**src/rtl/uart_rx_bit_sampler_if.sv**
```systemverilog
// Signal bundle between the serial line / bit sampler and its SIPO consumer.
// The slave side is the sampler itself: it receives rx_in and drives the
// per-bit strobe and the frame status pulses.
interface uart_rx_bit_sampler_if;
  logic rx_in;       // asynchronous serial line, idle high
  logic sipo_data;   // last sampled data bit, held between strobes
  logic sipo_shift;  // one-cycle strobe per data bit
  logic sipo_valid;  // one-cycle pulse: clean frame received
  logic perror;      // one-cycle pulse: parity mismatch
  logic ferror;      // one-cycle pulse: stop bit sampled low
  logic busy;        // receiver is not idle

  // Line driver / consumer side.
  modport master (
    output rx_in,
    input  sipo_data,
    input  sipo_shift,
    input  sipo_valid,
    input  perror,
    input  ferror,
    input  busy
  );

  // Bit sampler side.
  modport slave (
    input  rx_in,
    output sipo_data,
    output sipo_shift,
    output sipo_valid,
    output perror,
    output ferror,
    output busy
  );
endinterface

```
**src/rtl/uart_rx_bit_sampler.sv**
```systemverilog
// UART receive front-end: synchronizes and oversamples the serial line,
// finds start bits, strobes each mid-bit data sample out to a SIPO register
// and reports frame status (clean / parity error / framing error).
module uart_rx_bit_sampler #(
  parameter int BAUD_DIV   = 326,  // clk cycles per oversample tick
  parameter int OVERSAMPLE = 16,   // ticks per bit period, even, >= 4
  parameter int DATA_BITS  = 8,    // data bits per frame, LSB first
  parameter int PARITY_EN  = 1,    // 1: a parity bit follows the data
  parameter int PARITY_ODD = 0     // 0: even parity, 1: odd parity
) (
  input  logic                 clk,
  input  logic                 reset,
  uart_rx_bit_sampler_if.slave rx_if
);

  localparam int DIV_W  = (BAUD_DIV > 1) ? $clog2(BAUD_DIV) : 1;
  localparam int TICK_W = $clog2(OVERSAMPLE);
  localparam int BIT_W  = (DATA_BITS > 1) ? $clog2(DATA_BITS) : 1;

  localparam logic [DIV_W-1:0]  DIV_LAST  = DIV_W'(BAUD_DIV - 1);
  localparam logic [TICK_W-1:0] HALF_LAST = TICK_W'(OVERSAMPLE / 2 - 1);
  localparam logic [TICK_W-1:0] FULL_LAST = TICK_W'(OVERSAMPLE - 1);
  localparam logic [BIT_W-1:0]  BIT_LAST  = BIT_W'(DATA_BITS - 1);
  localparam logic              PAR_EN_B  = (PARITY_EN != 0);
  localparam logic              PAR_ODD_B = (PARITY_ODD != 0);

  typedef enum logic [2:0] {
    ST_IDLE,
    ST_START,
    ST_DATA,
    ST_PARITY,
    ST_STOP,
    ST_BREAK
  } state_t;

  // Synchronizer
  logic rx_meta_reg;
  logic rx_s_reg;

  // FSM and datapath registers
  state_t            state_reg,      state_next;
  logic [DIV_W-1:0]  div_cnt_reg,    div_cnt_next;
  logic [TICK_W-1:0] tick_cnt_reg,   tick_cnt_next;
  logic [BIT_W-1:0]  bit_cnt_reg,    bit_cnt_next;
  logic              parity_acc_reg, parity_acc_next;
  logic              mismatch_reg,   mismatch_next;

  // Registered outputs
  logic sipo_data_reg,  sipo_data_next;
  logic sipo_shift_reg, sipo_shift_next;
  logic sipo_valid_reg, sipo_valid_next;
  logic perror_reg,     perror_next;
  logic ferror_reg,     ferror_next;

  // Tick and sample-point qualifiers
  logic tick;
  logic half_sample;
  logic full_sample;

  assign tick        = (div_cnt_reg == DIV_LAST);
  assign half_sample = tick && (tick_cnt_reg == HALF_LAST);
  assign full_sample = tick && (tick_cnt_reg == FULL_LAST);

  // Two-flop synchronizer; resets to the idle (high) line level so that a
  // reset never looks like a start bit.
  always_ff @(posedge clk) begin
    if (reset) begin
      rx_meta_reg <= 1'b1;
      rx_s_reg    <= 1'b1;
    end else begin
      rx_meta_reg <= rx_if.rx_in;
      rx_s_reg    <= rx_meta_reg;
    end
  end

  // State, counter and output registers.
  always_ff @(posedge clk) begin
    if (reset) begin
      state_reg      <= ST_IDLE;
      div_cnt_reg    <= '0;
      tick_cnt_reg   <= '0;
      bit_cnt_reg    <= '0;
      parity_acc_reg <= 1'b0;
      mismatch_reg   <= 1'b0;
      sipo_data_reg  <= 1'b0;
      sipo_shift_reg <= 1'b0;
      sipo_valid_reg <= 1'b0;
      perror_reg     <= 1'b0;
      ferror_reg     <= 1'b0;
    end else begin
      state_reg      <= state_next;
      div_cnt_reg    <= div_cnt_next;
      tick_cnt_reg   <= tick_cnt_next;
      bit_cnt_reg    <= bit_cnt_next;
      parity_acc_reg <= parity_acc_next;
      mismatch_reg   <= mismatch_next;
      sipo_data_reg  <= sipo_data_next;
      sipo_shift_reg <= sipo_shift_next;
      sipo_valid_reg <= sipo_valid_next;
      perror_reg     <= perror_next;
      ferror_reg     <= ferror_next;
    end
  end

  // Next-state, counter and output-pulse logic.
  always_comb begin
    state_next      = state_reg;
    div_cnt_next    = tick ? '0 : div_cnt_reg + 1'b1;
    tick_cnt_next   = tick ? tick_cnt_reg + 1'b1 : tick_cnt_reg;
    bit_cnt_next    = bit_cnt_reg;
    parity_acc_next = parity_acc_reg;
    mismatch_next   = mismatch_reg;
    sipo_data_next  = sipo_data_reg;
    sipo_shift_next = 1'b0;
    sipo_valid_next = 1'b0;
    perror_next     = 1'b0;
    ferror_next     = 1'b0;

    case (state_reg)
      ST_IDLE: begin
        // Falling edge: realign the tick grid to the start edge so every
        // later sample lands at a fixed offset into its bit.
        if (!rx_s_reg) begin
          state_next      = ST_START;
          div_cnt_next    = '0;
          tick_cnt_next   = '0;
          bit_cnt_next    = '0;
          parity_acc_next = 1'b0;
          mismatch_next   = 1'b0;
        end
      end

      ST_START: begin
        // Mid-start check rejects short glitches on the line.
        if (half_sample) begin
          tick_cnt_next = '0;
          state_next    = rx_s_reg ? ST_IDLE : ST_DATA;
        end
      end

      ST_DATA: begin
        if (full_sample) begin
          tick_cnt_next   = '0;
          sipo_data_next  = rx_s_reg;
          sipo_shift_next = 1'b1;
          parity_acc_next = parity_acc_reg ^ rx_s_reg;
          bit_cnt_next    = bit_cnt_reg + 1'b1;
          if (bit_cnt_reg == BIT_LAST) begin
            state_next = PAR_EN_B ? ST_PARITY : ST_STOP;
          end
        end
      end

      ST_PARITY: begin
        if (full_sample) begin
          tick_cnt_next = '0;
          mismatch_next = parity_acc_reg ^ rx_s_reg ^ PAR_ODD_B;
          state_next    = ST_STOP;
        end
      end

      ST_STOP: begin
        // Stop is judged at mid-bit so the receiver is back in IDLE half a
        // bit early and can catch a start bit that follows immediately.
        if (full_sample) begin
          tick_cnt_next = '0;
          if (rx_s_reg) begin
            sipo_valid_next = !mismatch_reg;
            perror_next     = mismatch_reg;
            state_next      = ST_IDLE;
          end else begin
            ferror_next = 1'b1;
            state_next  = ST_BREAK;
          end
        end
      end

      ST_BREAK: begin
        // A line held low after a framing error must go high before a new
        // start bit is accepted.
        if (rx_s_reg) begin
          state_next = ST_IDLE;
        end
      end

      default: begin
        state_next = ST_IDLE;
      end
    endcase
  end

  assign rx_if.sipo_data  = sipo_data_reg;
  assign rx_if.sipo_shift = sipo_shift_reg;
  assign rx_if.sipo_valid = sipo_valid_reg;
  assign rx_if.perror     = perror_reg;
  assign rx_if.ferror     = ferror_reg;
  assign rx_if.busy       = (state_reg != ST_IDLE);

endmodule

```
**src/flat_wrapper.sv**
```systemverilog
// flat-port wrapper written by rule: the top's interface ports become plain ports
module uart_rx_bit_sampler_flat 
#(
  parameter int BAUD_DIV   = 326,                                   
  parameter int OVERSAMPLE = 16,                                      
  parameter int DATA_BITS  = 8,                                     
  parameter int PARITY_EN  = 1,                                       
  parameter int PARITY_ODD = 0                                     
)
  (clk, reset, rx_if_rx_in, rx_if_sipo_data, rx_if_sipo_shift, rx_if_sipo_valid, rx_if_perror, rx_if_ferror, rx_if_busy);
  uart_rx_bit_sampler_if rx_if_i ();
  input  logic clk;
  input  logic reset;
  input wire logic [$bits(rx_if_i.rx_in)-1:0] rx_if_rx_in;
  output wire logic [$bits(rx_if_i.sipo_data)-1:0] rx_if_sipo_data;
  output wire logic [$bits(rx_if_i.sipo_shift)-1:0] rx_if_sipo_shift;
  output wire logic [$bits(rx_if_i.sipo_valid)-1:0] rx_if_sipo_valid;
  output wire logic [$bits(rx_if_i.perror)-1:0] rx_if_perror;
  output wire logic [$bits(rx_if_i.ferror)-1:0] rx_if_ferror;
  output wire logic [$bits(rx_if_i.busy)-1:0] rx_if_busy;
  assign rx_if_i.rx_in = rx_if_rx_in;
  assign rx_if_sipo_data = rx_if_i.sipo_data;
  assign rx_if_sipo_shift = rx_if_i.sipo_shift;
  assign rx_if_sipo_valid = rx_if_i.sipo_valid;
  assign rx_if_perror = rx_if_i.perror;
  assign rx_if_ferror = rx_if_i.ferror;
  assign rx_if_busy = rx_if_i.busy;
  uart_rx_bit_sampler #(.BAUD_DIV(BAUD_DIV), .OVERSAMPLE(OVERSAMPLE), .DATA_BITS(DATA_BITS), .PARITY_EN(PARITY_EN), .PARITY_ODD(PARITY_ODD)) u_core (.clk(clk), .reset(reset), .rx_if(rx_if_i));
endmodule
```
**config.mk**
```make
export PLATFORM = sky130hd
export DESIGN_NAME = uart_rx_bit_sampler_flat
export DESIGN_NICKNAME = d
export VERILOG_FILES = /design/src/rtl/uart_rx_bit_sampler_if.sv /design/src/rtl/uart_rx_bit_sampler.sv /design/src/flat_wrapper.sv
export SDC_FILE = /design/constraint.sdc
export NUM_CORES = 1
export LEC_CHECK = 0
export CORE_MARGIN = 8
export CORE_UTILIZATION = 40
export CTS_CLUSTER_SIZE = 10
export DETAILED_ROUTE_END_ITERATION = 6
export PLACE_DENSITY_LB_ADDON = 0.1
export SYNTH_ARGS = -nofsm -noshare
export SYNTH_HDL_FRONTEND = slang
export SYNTH_SLANG_ARGS = --single-unit
```
**constraint.sdc**
```tcl
create_clock -name clk -period 1.75 [get_ports clk]
set_input_delay 0.2625 -clock clk [delete_from_list [all_inputs] [get_ports clk]]
set_output_delay 0.2625 -clock clk [all_outputs]
set_load 0.01 [all_outputs]
```
# Word-level counts from Yosys, hierarchy flattened
# Cells that the tools add are included.
# word_totals
input_bits,3
register_bits,28
output_inout_bits,6
# op_classes
muxes,28
eq_ne,16
add_sub_neg,3
n_bitwise,5
n_reduce_logical,15
# op_table
op,count
2-to-1 mux 3 bit,10
2-to-1 mux 9 bit,3
one-hot mux 3 bit (6 select lines),1
2-to-1 mux 4 bit,4
inequality test 2 x 1 -> 1 bit (second input constant),6
one-hot mux 4 bit (3 select lines),1
adder 9 x 1 -> 9 bit (second input constant),1
== test 3 bit (second input constant),3
== test 9 bit (second input constant),1
AND reduction 7 bit,1
== test 3 x 2 -> 1 bit (second input constant),2
one-hot mux 3 bit (2 select lines),1
OR reduction 3 bit,2
2-to-1 mux 1 bit,5
adder 4 x 1 -> 4 bit (second input constant),1
== test 4 x 3 -> 1 bit (second input constant),1
== test 4 bit (second input constant),1
NOT 1 bit,4
one-hot mux 1 bit (2 select lines),2
AND reduction 2 bit,2
nonzero test 2 bit,2
OR reduction 4 bit,1
adder 3 x 1 -> 3 bit (second input constant),1
== test 3 x 1 -> 1 bit (second input constant),1
9 further kinds,10

# Longest topological paths before layout
# depth
ltp_word,4
depth_mapped,7
mapped_depth_nobuf,7

# Least setup slack after synthesis
# Ideal clock, no wire load.
# synth_timing
path_type,reg-to-reg
from,register u_core.div_cnt_reg[0]
to,register u_core.state_reg[0]
required_ps,1679
slack_ps,-6
arrival_ps,1685
stages_incl_launch_ff,7
path_cell_list,dfxtp_1 -> ha_1 -> and4bb_4 -> a41oi_2 -> nor3b_1 -> or4b_1 -> a21oi_1
# synth_via
elab_chain_cells,4
# synth_lines
element,line_no,text
start: declaration,uart_rx_bit_sampler.sv:42,"logic [DIV_W-1:0] div_cnt_reg, div_cnt_next;"
start signal: assignment,uart_rx_bit_sampler.sv:92,div_cnt_reg <= div_cnt_next;
== test 9 bit *,uart_rx_bit_sampler.sv:60,assign tick = (div_cnt_reg == DIV_LAST);
logical AND 1 bit (on tied branches),"uart_rx_bit_sampler.sv:62, uart_rx_bit_sampler.sv:61",
inequality test 2 x 1 -> 1 bit (no source line),n/a,
AND reduction 7 bit (no source line) *,n/a,
end signal: assignment,uart_rx_bit_sampler.sv:91,state_reg <= state_next;
end: declaration,uart_rx_bit_sampler.sv:41,"state_t state_reg, state_next;"
# Mark *: on every way between the ends. The rest lies on a longest branch, timed or not.
# A chain may end at the register's enable or synchronous reset.

# Worst setup path after layout
# layout_timing
from,register u_core.div_cnt_reg[1]
to,register u_core.state_reg[0]
# Same word-level chain as after synthesis.

==> key figures <==
Outcome
  – Run status: finished, violations left
  – Violated checks: negative setup slack

Routing
  – Detailed Routing Iterations Pass 1: 4
  – Number of DRC markers in iteration 0: 48
  – Via density: 5.13
  – Final wirelength: 2.94 mm
  – Met1 Routed Length: 1.37 mm
  – Amount of wire on met3 after detailed routing: 98 um
  – Routed met2 length: 1.44 mm
  – Total via count after detailed routing: 1123
  – DRC violation count after routing: 0
  – Wire length per cell after detailed routing: 13.4 um
  – Remaining antenna violation count: 0
  – Uppermost metal layer occupied by signal nets: met4

Worst setup path
  – FF-to-FF setup slack: -0.02 ns
  – CP Depth: 7
  – Maximum fanout along the worst path: 2
  – Crit. Startpoint: u_core.div_cnt_reg[1]
  – Buffers and inverters on the worst path: 1
  – Cell chain of the critical path: inv_2 > ha_4 > and4bb_4 > a41oi_2 > nor3b_4 > or4b_4 > a21oi_2
  – Type of element launching the critical path: register
  – Launch instance of the worst register-to-register path: u_core.div_cnt_reg[1]
  – Cell family contributing the most delay on the critical path: simple AND/OR/NAND/NOR gates
  – Slowest stage cell on the critical path: or4b_4
  – Path depth of the worst reg2reg path: 7
  – Req. time, crit path: 2.03 ns
  – Crit path to: u_core.state_reg[0]
  – Worst Setup End Kind: register
  – Largest stage delay on the critical path: 0.52 ns
  – Reg-to-reg critical path endpoint: u_core.state_reg[0]
  – Data arrival time of the critical path: 2.06 ns
  – Kind of critical path: reg2reg

Yosys
  – Cell accounting for the most synthesized area: dfxtp_1
  – Cell Area, Synth: 0.00136 mm2
  – Number of warnings printed during yosys synthesis: 0
  – Cell count after synthesis: 147
  – Most numerous cell in the Yosys netlist: dfxtp_1
  – Number of storage elements in the synthesis netlist: 28
  – Most used flip-flop cell after synthesis: dfxtp_1
  – Sequential fraction of the synthesis area: 0.413
  – Number of flops mapped to enable cells by yosys: 0
  – Post-synthesis average cell area: 9.23 um2
  – Synth Net Count: 155
  – Top cell type's share of synthesized area: 0.413
  – Distinct cell type count of the synthesized netlist: 40
  – Most numerous cell types in the synthesized netlist: 28 x dfxtp_1, 19 x nor2_1, 10 x nand3_1, 8 x nand2_1
  – Async set or reset register ratio after synthesis: 0
  – Top area cells in the synthesized netlist: dfxtp_1 41%, nor2_1 5.3%, ha_1 4.6%, xor2_1 4.5%, nand3_1 3.7%

Power and ir drop
  – Max VDD drop: 0.454 mV
  – Static Leakage: 0.650 nW
  – Cell Pwr Density: 637 mW/mm2

Floorplan
  – Placeable core area: 0.00328 mm2
  – Initial core utilization: 0.413
  – Row count: 21
  – Area of the die: 0.00551 mm2
  – Die Span X: 74.2 um
  – Height of the die: 74.2 um
  – Boundary pin count: 9

Placement
  – Hpwl dp: 2.20 mm
  – Placer's final routability congestion estimate: 0.791
  – Post-Place Cell Area: 0.00161 mm2
  – Count of port buffers added during placement: 8
  – Placement Setup Slack: -0.0213 ns

Global route
  – First-pass GRT wire length: 5.09 mm
  – Global route overflow: 0
  – Number of antenna violations at the first check in global routing: 0
  – Largest net degree at the start of global routing: 16
  – GRT Total Usage: 0.118
  – Number of global-route vias before repair: 1108

Clock network
  – Number of H-tree levels: 1
  – Max clock buf depth: 2
  – Clock transition at the registers of the reported paths: 0.15 ns
  – Clock Sinks: 28
  – TritonCTS clock tree: yes
  – Count of hold buffers inserted by post-cts repair: 0
  – Number of CTS-inserted buffers: 3
  – Cell chosen for the clock root: clkbuf_4
  – Later-pin clock latency in the skew report: 0.34 ns

Final layout
  – Diodes inserted: 0
  – Post-route cell area: 0.00169 mm2
  – Area growth from synthesis to final layout: 24.7%
  – Final nets: 182
  – Sequential cell area: 566 um2
  – Multi-input gate area in the final layout: 796 um2
  – Number of inserted filler cells in the final layout: 328
  – Flip-flop count of the largest register after layout: 9
  – Fraction of final layout cells with drive strength greater than 1: 0.254

Timing
  – Smallest setup slack after layout: -0.0213 ns
  – Number of hold violations in the final report: 0
  – Fin crit share: 1.01
  – Number of max-slew violations in the final report: 0
  – Slew at the pin with the worst max-slew slack: 0.349 ns
  – Hold WS: 0.434 ns
  – Unrepaired setup endpoints after global routing: true
  – Max_slew headroom: 0.767
  – Maximum clock skew at final layout: 0.00816 ns
  – Tmin final: 1.77 ns
  – Total of endpoints with negative setup slack in the final report: 1
  – Highest attainable clock frequency: 565 MHz

Run
  – Max-cap viol count: 0

Hold path
  – HP Class: reg2reg
  – Start point of the worst hold path: u_core.rx_meta_reg
routing by layer:
layer,global-route usage,vias to the layer above
met3,0.0283,4
met5,0,-
met2,0.202,11
met1,0.146,530
met4,0.0196,0
li1,-,578
area by class of cell:
| cell class | count | area share |
|---|---|---|
| multi-input cells | 111 | 0.470 |
| flip-flops and latches | 28 | 0.334 |
| well taps | 46 | 0.0340 |
| repair buffers | 28 | 0.135 |
| clock buffers | 4 | 0.0214 |
| inverters | 2 | 0.00444 |
logic make-up after synthesis:
kind of cell | synth area share
AO/OA/AOI/OAI | 0.111
buffers and inverters | 0.0277
flip-flops | 0.413
adder cells (fa/ha/maj) | 0.0461
XOR/XNOR | 0.0775
AND/OR/NAND/NOR | 0.310
multiplexers | 0.0148
per-stage QoR:
stage          setup TNS [ns]   util  std cells  power (W)
2_1_floorplan               0      -        147   0.000717
3_3_place_gp                0  0.490        214   0.000756
3_5_place_dp          -0.0213  0.490        214   0.000759
4_1_cts               -0.0362  0.509        219    0.00109
5_1_grt                -0.449  0.515        219    0.00113
6_report              -0.0213  0.515        219    0.00108
how the worst min path moves through the flow:
stage	endpoint	slack (ns)	depth (start not counted)
after floorplan	u_core.rx_meta_reg	0.37	1
after global placement	u_core.rx_s_reg	0.41	1
after detailed placement	u_core.rx_s_reg	0.40	1
after CTS	u_core.rx_s_reg	0.44	1
after global routing	u_core.rx_s_reg	0.47	1
final	u_core.rx_s_reg	0.43	1
report_power, final:
part	internal [W]	total [W]	switching (W)	leakage (nW)
registers	0.000650	0.000659	0.00000948	0.228
logic	0.0000467	0.0000948	0.0000481	0.401
clock network	0.000128	0.000323	0.000196	0.0210
cells in the final DEF (no fill, tap or decap), types with 2 or more instances in the layout:
| master | count |
|---|---|
| nor2_1 | 19 |
| dfxtp_2 | 4 |
| clkbuf_4 | 3 |
| nand3_1 | 10 |
| dfxtp_1 | 24 |
| a31oi_1 | 4 |
| and3_1 | 2 |
| nand2_1 | 8 |
| nand4_1 | 3 |
| buf_4 | 20 |
| a21oi_1 | 6 |
| a211oi_1 | 2 |
| nor2b_1 | 2 |
| clkdlybuf4s50_1 | 7 |
| o21ai_0 | 3 |
| xor2_1 | 7 |
| and4bb_4 | 2 |
| nor3_1 | 6 |
| or2_2 | 2 |
| ha_1 | 4 |
| mux2i_1 | 2 |
| xnor2_1 | 5 |
| nand2b_1 | 3 |
what timing repair did:
item | in CTS | in global routing
hold endpoints to repair | 0 | 0
cloned | 0 | 0
endpoints found under the setup margin | 2 | 8
gates resized for setup | 7 | 5
pin swaps | 1 | 2
buffers inserted | 1 | 0
Power figures use the tool's default switching activity.
